==> config.mk <==
export PLATFORM = sky130hd
export DESIGN_NAME = fm_modfreq_meas
export DESIGN_NICKNAME = d
export VERILOG_FILES = /design/src/rtl/fm_modfreq_meas.sv
export SDC_FILE = /design/constraint.sdc
export NUM_CORES = 1
export LEC_CHECK = 0
export ABC_AREA = 1
export BUFFER_PORTS_ARGS = -buffer_cell sky130_fd_sc_hd__buf_2
export CORE_UTILIZATION = 65
export DETAILED_ROUTE_END_ITERATION = 6
export PLACE_DENSITY = 0.86
export REMOVE_ABC_BUFFERS = 1
export SLEW_MARGIN = 20
export SYNTH_ARGS = -nofsm -noshare
export SYNTH_HDL_FRONTEND = slang
export SYNTH_SLANG_ARGS = --single-unit
export TNS_END_PERCENT = 30
==> constraint.sdc <==
create_clock -name clk_32m -period 4.6 [get_ports clk_32m]
set_clock_uncertainty 0.2 [all_clocks]
set_input_delay 0.69 -clock clk_32m [delete_from_list [all_inputs] [get_ports clk_32m]]
set_output_delay 0.69 -clock clk_32m [all_outputs]
set_load 0.03 [all_outputs]
==> src/rtl/fm_modfreq_meas.sv <==
//============================================================================
// Module      : fm_modfreq_meas
// Description : Modulation-frequency and peak-to-peak meter for the output of
//               the FM demodulator. A Schmitt zero-crossing detector times
//               NUM_PERIODS modulation cycles, a 32-step restoring divider
//               turns the period count into Hz, and the max/min over the same
//               window gives the demodulated peak-to-peak amplitude.
//               Optional macro FREQ_AVG_EN: report the mean of the last four
//               valid frequency results instead of the single result.
// Revision    : 1.0 - initial release
//============================================================================
`default_nettype none

module fm_modfreq_meas #(
  parameter int unsigned CLK_FREQ    = 32000000,
  parameter int unsigned NUM_PERIODS = 8,
  parameter int unsigned MIDSCALE    = 512,
  parameter int unsigned HYST        = 16,
  parameter int unsigned TIMEOUT     = 16000000,
  parameter int unsigned MIN_VPP     = 20
) (
  input  logic        clk_32m,
  input  logic        rst,
  input  logic        en,
  input  logic [9:0]  demod_in,
  output logic [12:0] mod_freq,
  output logic [9:0]  vpp,
  output logic        meas_valid,
  output logic        no_signal,
  output logic        busy
);

  // Schmitt thresholds are signed so that HYST > MIDSCALE still behaves
  localparam logic signed [31:0] c_HI_TH     = 32'(MIDSCALE + HYST);
  localparam logic signed [31:0] c_LO_TH     = 32'(MIDSCALE) - 32'(HYST);
  localparam logic [31:0]        c_NUM_CLK   = 32'(NUM_PERIODS) * 32'(CLK_FREQ);
  localparam logic [31:0]        c_TO_LAST   = 32'(TIMEOUT - 1);
  localparam logic [31:0]        c_MIN_VPP   = 32'(MIN_VPP);
  localparam logic [7:0]         c_LAST_EDGE = 8'(NUM_PERIODS - 1);

  typedef enum logic [1:0] {
    S_IDLE    = 2'd0,
    S_MEASURE = 2'd1,
    S_DIVIDE  = 2'd2,
    S_UPDATE  = 2'd3
  } state_t;

  state_t      state_q, state_d;

  // input conditioning
  logic        hi_q, w_hi_d;
  logic        rise_q;
  logic [9:0]  smp_q;
  logic        smp_vld_q;
  logic signed [31:0] w_smp;

  // measurement window
  logic [31:0] per_q, per_d;
  logic [31:0] to_q, to_d;
  logic [7:0]  edge_q, edge_d;
  logic [9:0]  max_q, max_d;
  logic [9:0]  min_q, min_d;

  // divider
  logic [31:0] dvsr_q, dvsr_d;
  logic [31:0] dvd_q, dvd_d;     // dividend on entry, quotient on exit
  logic [31:0] rem_q, rem_d;
  logic [4:0]  step_q, step_d;
  logic [32:0] w_rem_sh;
  logic        w_ge;
  logic [32:0] w_rem_sub;

  // results
  logic [12:0] mod_freq_q, mod_freq_d;
  logic [9:0]  vpp_q, vpp_d;
  logic        valid_q, valid_d;
  logic        nosig_q, nosig_d;

  logic [9:0]  w_vpp;
  logic        w_low_amp;
  logic [12:0] w_quot_sat;
  logic        w_to_fire;

`ifdef FREQ_AVG_EN
  // The newest quotient plus three held ones form the 4-deep averaging window
  logic [12:0] hist_q [3];
  logic [12:0] hist_d [3];
  logic [2:0]  hcnt_q, hcnt_d;
  logic [2:0]  w_cnt_new;
  logic [14:0] w_sum;
  logic [18:0] w_prod3;
  logic [12:0] w_mean;
`endif

  assign w_smp = $signed({22'd0, demod_in});

  // Schmitt comparator: only a qualified sample can move the hi state
  always_comb begin
    w_hi_d = hi_q;
    if (en) begin
      if (w_smp >= c_HI_TH) begin
        w_hi_d = 1'b1;
      end else if (w_smp <= c_LO_TH) begin
        w_hi_d = 1'b0;
      end
    end
  end

  // Divider datapath: one restoring step per cycle, quotient shifts into dvd_q
  always_comb begin
    w_rem_sh  = {rem_q, dvd_q[31]};
    w_ge      = (w_rem_sh >= {1'b0, dvsr_q});
    w_rem_sub = w_rem_sh - {1'b0, dvsr_q};
  end

  // Result shaping from the finished window
  always_comb begin
    w_vpp      = max_q - min_q;
    w_low_amp  = ({22'd0, w_vpp} < c_MIN_VPP);
    w_quot_sat = (|dvd_q[31:13]) ? 13'h1FFF : dvd_q[12:0];
  end

`ifdef FREQ_AVG_EN
  // Running mean over however many valid results are held (1..4)
  always_comb begin
    w_cnt_new = (hcnt_q == 3'd4) ? 3'd4 : hcnt_q + 3'd1;
    w_sum     = {2'b00, w_quot_sat} + {2'b00, hist_q[0]}
              + {2'b00, hist_q[1]} + {2'b00, hist_q[2]};
    w_prod3   = {4'd0, w_sum} * 19'd21;
    case (w_cnt_new)
      3'd1:    w_mean = w_sum[12:0];
      3'd2:    w_mean = w_sum[13:1];
      3'd3:    w_mean = w_prod3[18:6];
      default: w_mean = w_sum[14:2];
    endcase
  end
`endif

  // Next-state and datapath control for the measurement sequence
  always_comb begin
    state_d    = state_q;
    per_d      = (per_q == 32'hFFFF_FFFF) ? per_q : per_q + 32'd1;
    to_d       = (to_q == 32'hFFFF_FFFF) ? to_q : to_q + 32'd1;
    edge_d     = edge_q;
    max_d      = max_q;
    min_d      = min_q;
    dvsr_d     = dvsr_q;
    dvd_d      = dvd_q;
    rem_d      = rem_q;
    step_d     = step_q;
    mod_freq_d = mod_freq_q;
    vpp_d      = vpp_q;
    valid_d    = 1'b0;
    nosig_d    = nosig_q;
    w_to_fire  = 1'b0;
`ifdef FREQ_AVG_EN
    hist_d     = hist_q;
    hcnt_d     = hcnt_q;
`endif

    case (state_q)
      S_IDLE: begin
        if (rise_q) begin
          per_d   = 32'd1;
          to_d    = 32'd0;
          edge_d  = 8'd0;
          max_d   = smp_q;
          min_d   = smp_q;
          state_d = S_MEASURE;
        end else if (to_q >= c_TO_LAST) begin
          w_to_fire = 1'b1;
        end
      end

      S_MEASURE: begin
        if (smp_vld_q) begin
          if (smp_q > max_q) max_d = smp_q;
          if (smp_q < min_q) min_d = smp_q;
        end
        // A final rise beats a timeout landing on the same cycle
        if (rise_q) begin
          edge_d = edge_q + 8'd1;
          if (edge_q == c_LAST_EDGE) begin
            dvsr_d  = per_q;
            dvd_d   = c_NUM_CLK + (per_q >> 1);
            rem_d   = 32'd0;
            step_d  = 5'd0;
            state_d = S_DIVIDE;
          end
        end else if (to_q >= c_TO_LAST) begin
          w_to_fire = 1'b1;
        end
      end

      S_DIVIDE: begin
        rem_d  = w_ge ? w_rem_sub[31:0] : w_rem_sh[31:0];
        dvd_d  = {dvd_q[30:0], w_ge};
        step_d = step_q + 5'd1;
        if (step_q == 5'd31) begin
          state_d = S_UPDATE;
        end
      end

      S_UPDATE: begin
        vpp_d   = w_vpp;
        valid_d = 1'b1;
        state_d = S_IDLE;
        if (w_low_amp) begin
          mod_freq_d = 13'd0;
          nosig_d    = 1'b1;
`ifdef FREQ_AVG_EN
          hcnt_d     = 3'd0;
          for (int i = 0; i < 3; i++) hist_d[i] = 13'd0;
`endif
        end else begin
          nosig_d    = 1'b0;
`ifdef FREQ_AVG_EN
          hist_d[0]  = w_quot_sat;
          hist_d[1]  = hist_q[0];
          hist_d[2]  = hist_q[1];
          hcnt_d     = w_cnt_new;
          mod_freq_d = w_mean;
`else
          mod_freq_d = w_quot_sat;
`endif
        end
      end

      default: state_d = S_IDLE;
    endcase

    // No completed window in time: report no signal and start over
    if (w_to_fire) begin
      mod_freq_d = 13'd0;
      vpp_d      = 10'd0;
      nosig_d    = 1'b1;
      valid_d    = 1'b1;
      to_d       = 32'd0;
      state_d    = S_IDLE;
`ifdef FREQ_AVG_EN
      hcnt_d     = 3'd0;
      for (int i = 0; i < 3; i++) hist_d[i] = 13'd0;
`endif
    end
  end

  // State and datapath registers with synchronous reset
  always_ff @(posedge clk_32m) begin
    if (rst) begin
      state_q    <= S_IDLE;
      hi_q       <= 1'b0;
      rise_q     <= 1'b0;
      smp_q      <= 10'd0;
      smp_vld_q  <= 1'b0;
      per_q      <= 32'd0;
      to_q       <= 32'd0;
      edge_q     <= 8'd0;
      max_q      <= 10'd0;
      min_q      <= 10'd0;
      dvsr_q     <= 32'd0;
      dvd_q      <= 32'd0;
      rem_q      <= 32'd0;
      step_q     <= 5'd0;
      mod_freq_q <= 13'd0;
      vpp_q      <= 10'd0;
      valid_q    <= 1'b0;
      nosig_q    <= 1'b1;
`ifdef FREQ_AVG_EN
      hcnt_q     <= 3'd0;
      for (int i = 0; i < 3; i++) hist_q[i] <= 13'd0;
`endif
    end else begin
      state_q    <= state_d;
      hi_q       <= w_hi_d;
      rise_q     <= w_hi_d & ~hi_q;
      smp_q      <= en ? demod_in : smp_q;
      smp_vld_q  <= en;
      per_q      <= per_d;
      to_q       <= to_d;
      edge_q     <= edge_d;
      max_q      <= max_d;
      min_q      <= min_d;
      dvsr_q     <= dvsr_d;
      dvd_q      <= dvd_d;
      rem_q      <= rem_d;
      step_q     <= step_d;
      mod_freq_q <= mod_freq_d;
      vpp_q      <= vpp_d;
      valid_q    <= valid_d;
      nosig_q    <= nosig_d;
`ifdef FREQ_AVG_EN
      hcnt_q     <= hcnt_d;
      for (int i = 0; i < 3; i++) hist_q[i] <= hist_d[i];
`endif
    end
  end

  assign mod_freq   = mod_freq_q;
  assign vpp        = vpp_q;
  assign meas_valid = valid_q;
  assign no_signal  = nosig_q;
  assign busy       = (state_q == S_MEASURE) || (state_q == S_DIVIDE);

endmodule

`default_nettype wire

* Word level (Yosys, flattened, before mapping)
Index checks and enable logic that the tools add are counted.
Storage, ports and cells: output and inout port bits 26, bits of input ports 13, logic and storage cells 103, register bits 233
Cells by class: mux-type cells 42, add/sub/neg operators 7, bitwise logic cells 2, $lt $le $gt $ge 7, equal/unequal tests 14, reductions and logical operators 13
Operator list (number):
- 32-bit 2-to-1 mux | 11
- 32-bit one-hot mux with 2 select lines | 2
- 32-bit by 1-bit adder with 32-bit output (second input constant) | 2
- 32-bit equality test (second input constant) | 2
- 10-bit 2-to-1 mux | 5
- 10-bit one-hot mux with 2 select lines | 2
- 33-bit by 32-bit greater-or-equal comparator with 1-bit output | 1
- 28-bit by 31-bit adder with 32-bit output (first input constant) | 1
- 32-bit by 24-bit greater-or-equal comparator with 1-bit output (second input constant) | 1
- 32-bit subtractor | 1
- 13-bit 2-to-1 mux | 2
- 19-bit OR reduction | 1
- 8-bit 2-to-1 mux | 2
- 8-bit one-hot mux with 2 select lines | 1
- 2-bit inequality test (second input constant) | 7
- 4-bit AND reduction | 3
- 10-bit greater-or-equal comparator (second input constant) | 1
- 10-bit > comparator | 1
- 10-bit by 9-bit less-or-equal comparator with 1-bit output (second input constant) | 1
- 10-bit < comparator | 1
- 10-bit by 5-bit < comparator with 1-bit output (second input constant) | 1
- 5-bit 2-to-1 mux | 2
- 5-bit one-hot mux with 2 select lines | 1
- 10-bit subtractor | 1
- 16 further kinds | 32

* Longest topological paths before layout
Gate-level depths: netlist (run 1).
depth after elaboration 5, mapped depth 16, mapped depth without buffers 16

* Least setup slack after synthesis (run 1)
Ideal clock, no wire load.
kind reg-to-reg, start reg max_q[0], end reg mod_freq_q[10] (netlist: mod_freq[10]), cell stages (with the launch flop) 15, buffers on the path 1, setup time 0.114 ns, setup slack 2.339 ns, data required time 4.286 ns, clock period less this slack 2.261 ns, arrival 1.947 ns, cells stage by stage dfxtp_1 inv_1 ha_1 fa_1 o21ai_2 nand2_1 nand2_1 nand2_1 nand2_1 nand3_1 nor2_1 nand2_1 buf_2 nand2_1 a21oi_2
On the way: word-level cells in the longest chain between the ends 3
Ends and longest elaborated chain:
- start: declaration | RTL line 61 | logic [9:0] max_q, max_d;
- start signal: assignment | RTL line 281 | max_q <= max_d;
- 10-bit subtractor | RTL line 118 | w_vpp = max_q - min_q;
- 10-bit by 5-bit < comparator with 1-bit output | RTL line 119 | w_low_amp = ({22'd0, w_vpp} < c_MIN_VPP);
- 13-bit 2-to-1 mux | RTL line 208 | if (w_low_amp) begin
- end signal: assignment | RTL line 287 | mod_freq_q <= mod_freq_d;
- end: declaration | RTL line 74 | logic [12:0] mod_freq_q, mod_freq_d;
No other way between the ends. A chain may end at the register's enable or synchronous reset.

* Final worst setup path (run 1)
start reg state_q[1], end reg rem_q[9]
On the way: word-level cells in the longest chain between the ends 3, elaborated cells on any way between the ends 7, those cells by class eq/ne: 4; mux: 1; reduce/logical: 2
Ends and longest elaborated chain:
- start: declaration | RTL line 48 | state_t state_q, state_d;
- start signal: assignment | RTL line 273 | state_q <= state_d;
- 2-bit by 1-bit equality test with 1-bit output or 2-bit equality test (tied branches) | RTL line 161 | case (state_q)
- 2-bit inequality test (no line) or 2-bit nonzero test (tied branches)
- 3-bit AND reduction (no line)
- end signal: assignment | RTL line 285 | rem_q <= rem_d;
- end: declaration | RTL line 67 | logic [31:0] rem_q, rem_d;
Several ways; a longest one is shown, not always the timed one.

==> results by group, run 1 <==
Critical path
  • Setup crit start kind: flop
  • Critical path peak fanout: 64
  • Slowest stage delay, CP: 0.55 ns
  • CP Class: flop to flop
  • Worst path required time: 4.84 ns
  • Slowest cell on crit path: inv_2
  • Critical Path AT: 3.63 ns
  • Worst path cell trace: inv_1 > ha_1 > nand2_1 > inv_2 > nand2_4 > o21ai_4 > nand2_4 > inv_2 > buf_4 > nand3_1 > a21oi_1
  • Combined buffer and inverter count along the critical path: 4
  • Crit end category: flop
  • Top delay family on crit path: buffers and inverters

Synth
  • Synth Cell Area: 0.0144 mm²
  • Synth top area share: 32.5%
  • Avg Cell Area, Syn: 6.55 µm²
  • Synth warnings: 0
  • #FFs+latches synth: 233
  • Register area share after synthesis: 32.5%
  • Yosys top cell by area: dfxtp_1
  • Post-Synthesis Cells: 2192
  • Synth cell types: 54
  • Ranking of synthesized cells by area: dfxtp_1, nand2_1, inv_1, a21oi_1, ha_1

Placement
  • GPL Wtd Cong: 0.975
  • Port Buffers: 38
  • Detailed placer's ending HPWL: 28100 µm
  • DP Area: 0.0146 mm²

Routing
  • Vias per inst: 5.65
  • DRT antenna net count: 0
  • Remaining DRCs: 0
  • DRT Wirelength: 38300 µm
  • Via count: 14070
  • Routed WL per cell: 15.4 µm
  • First drt pass iteration count: 6
  • Initial DRC count: 1530

Global route
  • Initial antenna violation count: 1
  • Total grt overflow: 0
  • Vias in the first global route: 12566
  • All-Layer GR Usage: 33.7%
  • First-pass GRT wire length: 61500 µm
  • Largest net degree at the start of global routing: 78

Timing
  • Max_slew headroom: 29.5%
  • Fmax: 0.295 GHz
  • Period Utilization, post-route: 73.6%
  • Final Hold Fails: 0
  • Setup_tns: 0 ns
  • # setup viols final: 0
  • Final min period: 3.39 ns
  • Pins Over Slew Limit: 0
  • Setup repair after global routing missed its margin: false
  • Slew at the pin closest to its max-slew limit: 1.06 ns

Floorplan
  • Chip height: 151 µm
  • Die width: 151 µm
  • Starting Density: 66.0%
  • # rows: 54
  • I/O pins: 39
  • Die area: 0.0227 mm²
  • Core area: 0.0218 mm²

Finish
  • FILL cells: 1807
  • Finished Cell Area: 0.0155 mm²
  • Nets: 2275
  • Seq. cell area: 0.00466 mm²
  • ANT cells: 0
  • Multi-input gate area: 0.00818 mm²
  • Commonest non-fill, non-tap cell in the layout: nand2_1
  • Layout cells sized above 1: 6.43%
  • Most frequent cells in the layout: nand2_1, inv_1, dfxtp_1
  • Layout area overhead: 8.15%

Clock tree
  • Reg clk slew, reported paths: 0.06 ns
  • Inserted Clock Buffers: 26
  • CTS tree: yes
  • Post-CTS Setup Repair Bufs: 0
  • Max clock buf depth: 3
  • Post-CTS Hold Buffers: 0
  • Post-CTS sizing: 0
  • Clock Sinks: 233
  • H-tree levels: 1
  • Clk Latency, worst-skew pair: 0.53 ns
  • CTS root buf: clkbuf_16

Power
  • PwrDens: 371 mW/mm²
  • Design Power: 5760 µW
  • Peak supply drop: 519 µV
  • Leak pwr: 0.00692 µW

Run status
  • Status: completed

Job
  • Number of max-cap violations: 0

Worst hold path
  • Hold Path Class: primary input to flop
==> where the power goes <==
part / switching (µW) / internal [µW]
logic: 902 / 437
clock network: 837 / 1420
registers: 62.2 / 2100
==> layout make-up <==
type / instances / area share (%)
clock buffer: 36 / 4.83
tap: 280 / 2.26
inverter: 304 / 7.35
clock inverter: 11 / 1.27
multi-input combinational: 1580 / 52.7
sequential: 233 / 30.0
timing repair buffer: 45 / 1.56
==> synthesized netlist by cell type (all sizes together) <==
cell / number
nand2: 636
inv: 299
dfxtp: 233
a21oi: 203
nor2: 192
nand3: 125
o21ai: 82
ha: 70
nor3: 52
clkbuf: 49
xor2: 42
nand4: 33
xnor2: 32
buf: 26
nand3b: 26
a31oi: 24
nor4: 15
and2: 7
o22ai: 7
clkinv: 5
or2: 5
o211ai: 4
o21a: 4
nor3b: 3
a211oi: 2
a21boi: 2
a21o: 2
and3: 2
fa: 2
o21bai: 2
a221oi: 1
a22o: 1
a31o: 1
o2111ai: 1
o221ai: 1
o41ai: 1
==> worst paths after layout <==
path                   end  depth (start not counted)  slack [ns]         from
hold / removal    smp_q[1]                          3        0.22  demod_in[1]
hold reg to reg     rise_q                          1        0.22         hi_q
setup reg to reg  rem_q[9]                         11        1.21   state_q[1]
setup / recovery  rem_q[9]                         11        1.21   state_q[1]
==> registers in the layout, summed over array words and instances, names as in the netlist <==
name and cells:
dvd_q 32, dvsr_q 32, per_q 32, rem_q 32, to_q 32, mod_freq 13
max_q 10, min_q 10, smp_q 10, vpp 10, edge_q 8, step_q 5
state_q 2, hi_q 1, meas_valid 1, no_signal 1, rise_q 1, smp_vld_q 1
==> tightest hold or removal path: stages <==
cell and delay [ns]:
buf_2 0.09, nor2_1 0.05, nor2_1 0.08
==> stage by stage <==
stage                     hold WS, ns  setup WS (ns)  utilization, %  std cells
after floorplan                 0.193           1.97               -       2117
after global placement          0.208           1.49            67.0       2442
after detailed placement        0.214           1.35            67.0       2442
after CTS                       0.198           1.31            71.4       2489
after global routing            0.209           1.03            71.4       2489
final                           0.217           1.21            71.4       2489
==> per-layer routing <==
| layer | track usage (%) | share of wire (%) |
|---|---|---|
| met3 | 4.30 | 8.4 |
| met4 | 9.65 | 2.5 |
| met5 | 0 | 0.091 |
| met2 | 54.3 | 45 |
| met1 | 47.0 | 44 |
==> logic make-up (layout without fill, tap and decap cells) <==
| group | after synthesis | after routing | share of synthesized area [%] |
|---|---|---|---|
| AOI/OAI and AO/OA | 338 | 338 | 12.9 |
| xor gates and xnor gates | 74 | 74 | 4.51 |
| adders and majority gates | 72 | 72 | 6.38 |
| and+or+nand+nor | 1096 | 1096 | 33.2 |
| DFF | 233 | 233 | 32.5 |
| buffers and inverters | 379 | 396 | 10.5 |
(Power assumes the default switching activity.)
==> run 2: changes to the inputs <==
--- a/config.mk
+++ b/config.mk
@@ -7,9 +7,9 @@
 export LEC_CHECK = 0
 export ABC_AREA = 1
 export BUFFER_PORTS_ARGS = -buffer_cell sky130_fd_sc_hd__buf_2
-export CORE_UTILIZATION = 65
+export CORE_UTILIZATION = 57
 export DETAILED_ROUTE_END_ITERATION = 6
-export PLACE_DENSITY = 0.86
+export PLACE_DENSITY = 0.8
 export REMOVE_ABC_BUFFERS = 1
 export SLEW_MARGIN = 20
 export SYNTH_ARGS = -nofsm -noshare
==> constraint.sdc (replaced) <==
create_clock -name clk_32m -period 2.9 [get_ports clk_32m]
set_clock_uncertainty 0.2 [all_clocks]
set_input_delay 0.435 -clock clk_32m [delete_from_list [all_inputs] [get_ports clk_32m]]
set_output_delay 0.435 -clock clk_32m [all_outputs]
set_load 0.03 [all_outputs]
==> results by group, run 2 (synthesized netlist as in run 1, its figures left out) <==
Critical path
  • Slowest stage delay, CP: 0.43 ns
  • Critical Path Start: state_q[0]
  • Crit-path most repeated cell: nand2_1
  • Crit end category: flop
  • Slowest cell on crit path: inv_2
  • Critical Path AT: 2.91 ns
  • Critical path peak fanout: 20
  • Setup crit start kind: flop
  • Worst path required time: 3.16 ns
  • Top delay family on crit path: buffers and inverters
  • Worst path cell trace: inv_1 > ha_1 > inv_2 > o21ai_4 > nand2_4 > inv_2 > buf_4 > nand2_1 > nand2_1 > nand2_1 > a21oi_1
  • R2R Path Start: state_q[0]
  • Combined buffer and inverter count along the critical path: 4
  • CP Class: flop to flop

Timing
  • Fmax: 0.376 GHz
  • Final Hold Fails: 0
  • # setup viols final: 0
  • Slew at the pin closest to its max-slew limit: 0.951 ns
  • Setup_tns: 0 ns
  • Pins Over Slew Limit: 0
  • Max_slew headroom: 36.5%
  • Period Utilization, post-route: 91.6%
  • Final min period: 2.66 ns
  • Setup repair after global routing missed its margin: false
  • Hold Slack: 0.0288 ns

Global route
  • Total grt overflow: 0
  • Largest net degree at the start of global routing: 63
  • Vias in the first global route: 13163
  • First-pass GRT wire length: 64300 µm
  • Initial antenna violation count: 0
  • All-Layer GR Usage: 30.3%

Run status
  • Status: completed

Finish
  • Most frequent cells in the layout: nand2_1, inv_1, dfxtp_1
  • ANT cells: 0
  • Fin util: 63.9%
  • Nets: 2298
  • Layout area overhead: 9.26%
  • Commonest non-fill, non-tap cell in the layout: nand2_1
  • Layout cells sized above 1: 7.04%

Power
  • Leak pwr: 0.00700 µW
  • PwrDens: 561 mW/mm²
  • Peak supply drop: 694 µV

Placement
  • Detailed placer's ending HPWL: 29600 µm
  • Port Buffers: 38
  • GPL Wtd Cong: 0.978

Worst hold path
  • Worst Min Path Start: demod_in[0]
  • Hold Path Class: primary input to flop

Routing
  • First drt pass iteration count: 5
  • Via count: 14142
  • DRT antenna net count: 0
  • DRT Wirelength: 39300 µm
  • Vias per inst: 5.54
  • Routed WL per cell: 15.4 µm
  • Remaining DRCs: 0
  • Initial DRC count: 1311

Clock tree
  • Inserted Clock Buffers: 25
  • H-tree levels: 1
  • CTS tree: yes
  • Max clock buf depth: 3
  • Clock Sinks: 233
  • CTS root buf: clkbuf_16
  • Reg clk slew, reported paths: 0.06 ns
  • Post-CTS sizing: 0
  • Clk Latency, worst-skew pair: 0.53 ns

Floorplan
  • Core area: 0.0245 mm²
  • # rows: 57
  • Die area: 0.0258 mm²
  • Starting Density: 58.5%
  • I/O pins: 39
  • Chip height: 161 µm
  • Die width: 161 µm

Job
  • Number of max-cap violations: 0
==> run 2: layer usage <==
layer  track usage (%)  wire, µm  vias to the layer above
met4              9.35      1050                        0
met5                 0         0                        -
li1                  -         -                     7083
met2              48.4     17400                      521
met3              3.80      2780                       82
met1              42.6     18000                     6456
==> run 2: final timing paths <==
path | depth (start not counted) | to | slack, ns
max reg2reg | 11 | rem_q[27] | 0.24
max | 11 | rem_q[27] | 0.24
min reg2reg | 1 | rise_q | 0.22
min | 3 | smp_q[0] | 0.03
==> run 2: worst register-to-register path: cells and delay by family (launching register included) <==
kind | cells | cell delay (ns)
flops | 1 | 0.34
simple gates | 4 | 0.35
fa+ha+maj | 1 | 0.30
compound gates | 2 | 0.50
buf+inv | 4 | 0.89
==> run 2: timing repair <==
action,in CTS,in global routing
endpoints found under the hold margin,8,0
setup endpoints to repair,0,0
hold buffers,8,0
buffers inserted,0,0
==> run 2: cell type report <==
class                      instances  area, µm²
fill                            2307       8850
multi-input combinational       1580       8180
sequential                       233       4660
inverter                         304       1140
clock buffer                      34        719
timing repair buffer              69        468
tap                              324        405
clock inverter                    10        106
==> run 2: through the flow <==
| stage | area [µm²] | instances | setup slack, ns | total power, µW |
|---|---|---|---|---|
| after floorplan | 14000 | 2117 | 0.269 | 5050 |
| after global placement | 14800 | 2502 | 0.354 | 5510 |
| after detailed placement | 14800 | 2502 | 0.272 | 5570 |
| after global routing | 15700 | 2554 | 0.0138 | 9250 |
| after CTS | 15700 | 2554 | 0.259 | 8790 |
| final | 15700 | 2554 | 0.243 | 8790 |
==> run 2: where the power goes <==
group / internal, µW / switching [µW]
registers: 3330 / 99.8
clock network: 1910 / 1330
logic: 703 / 1420
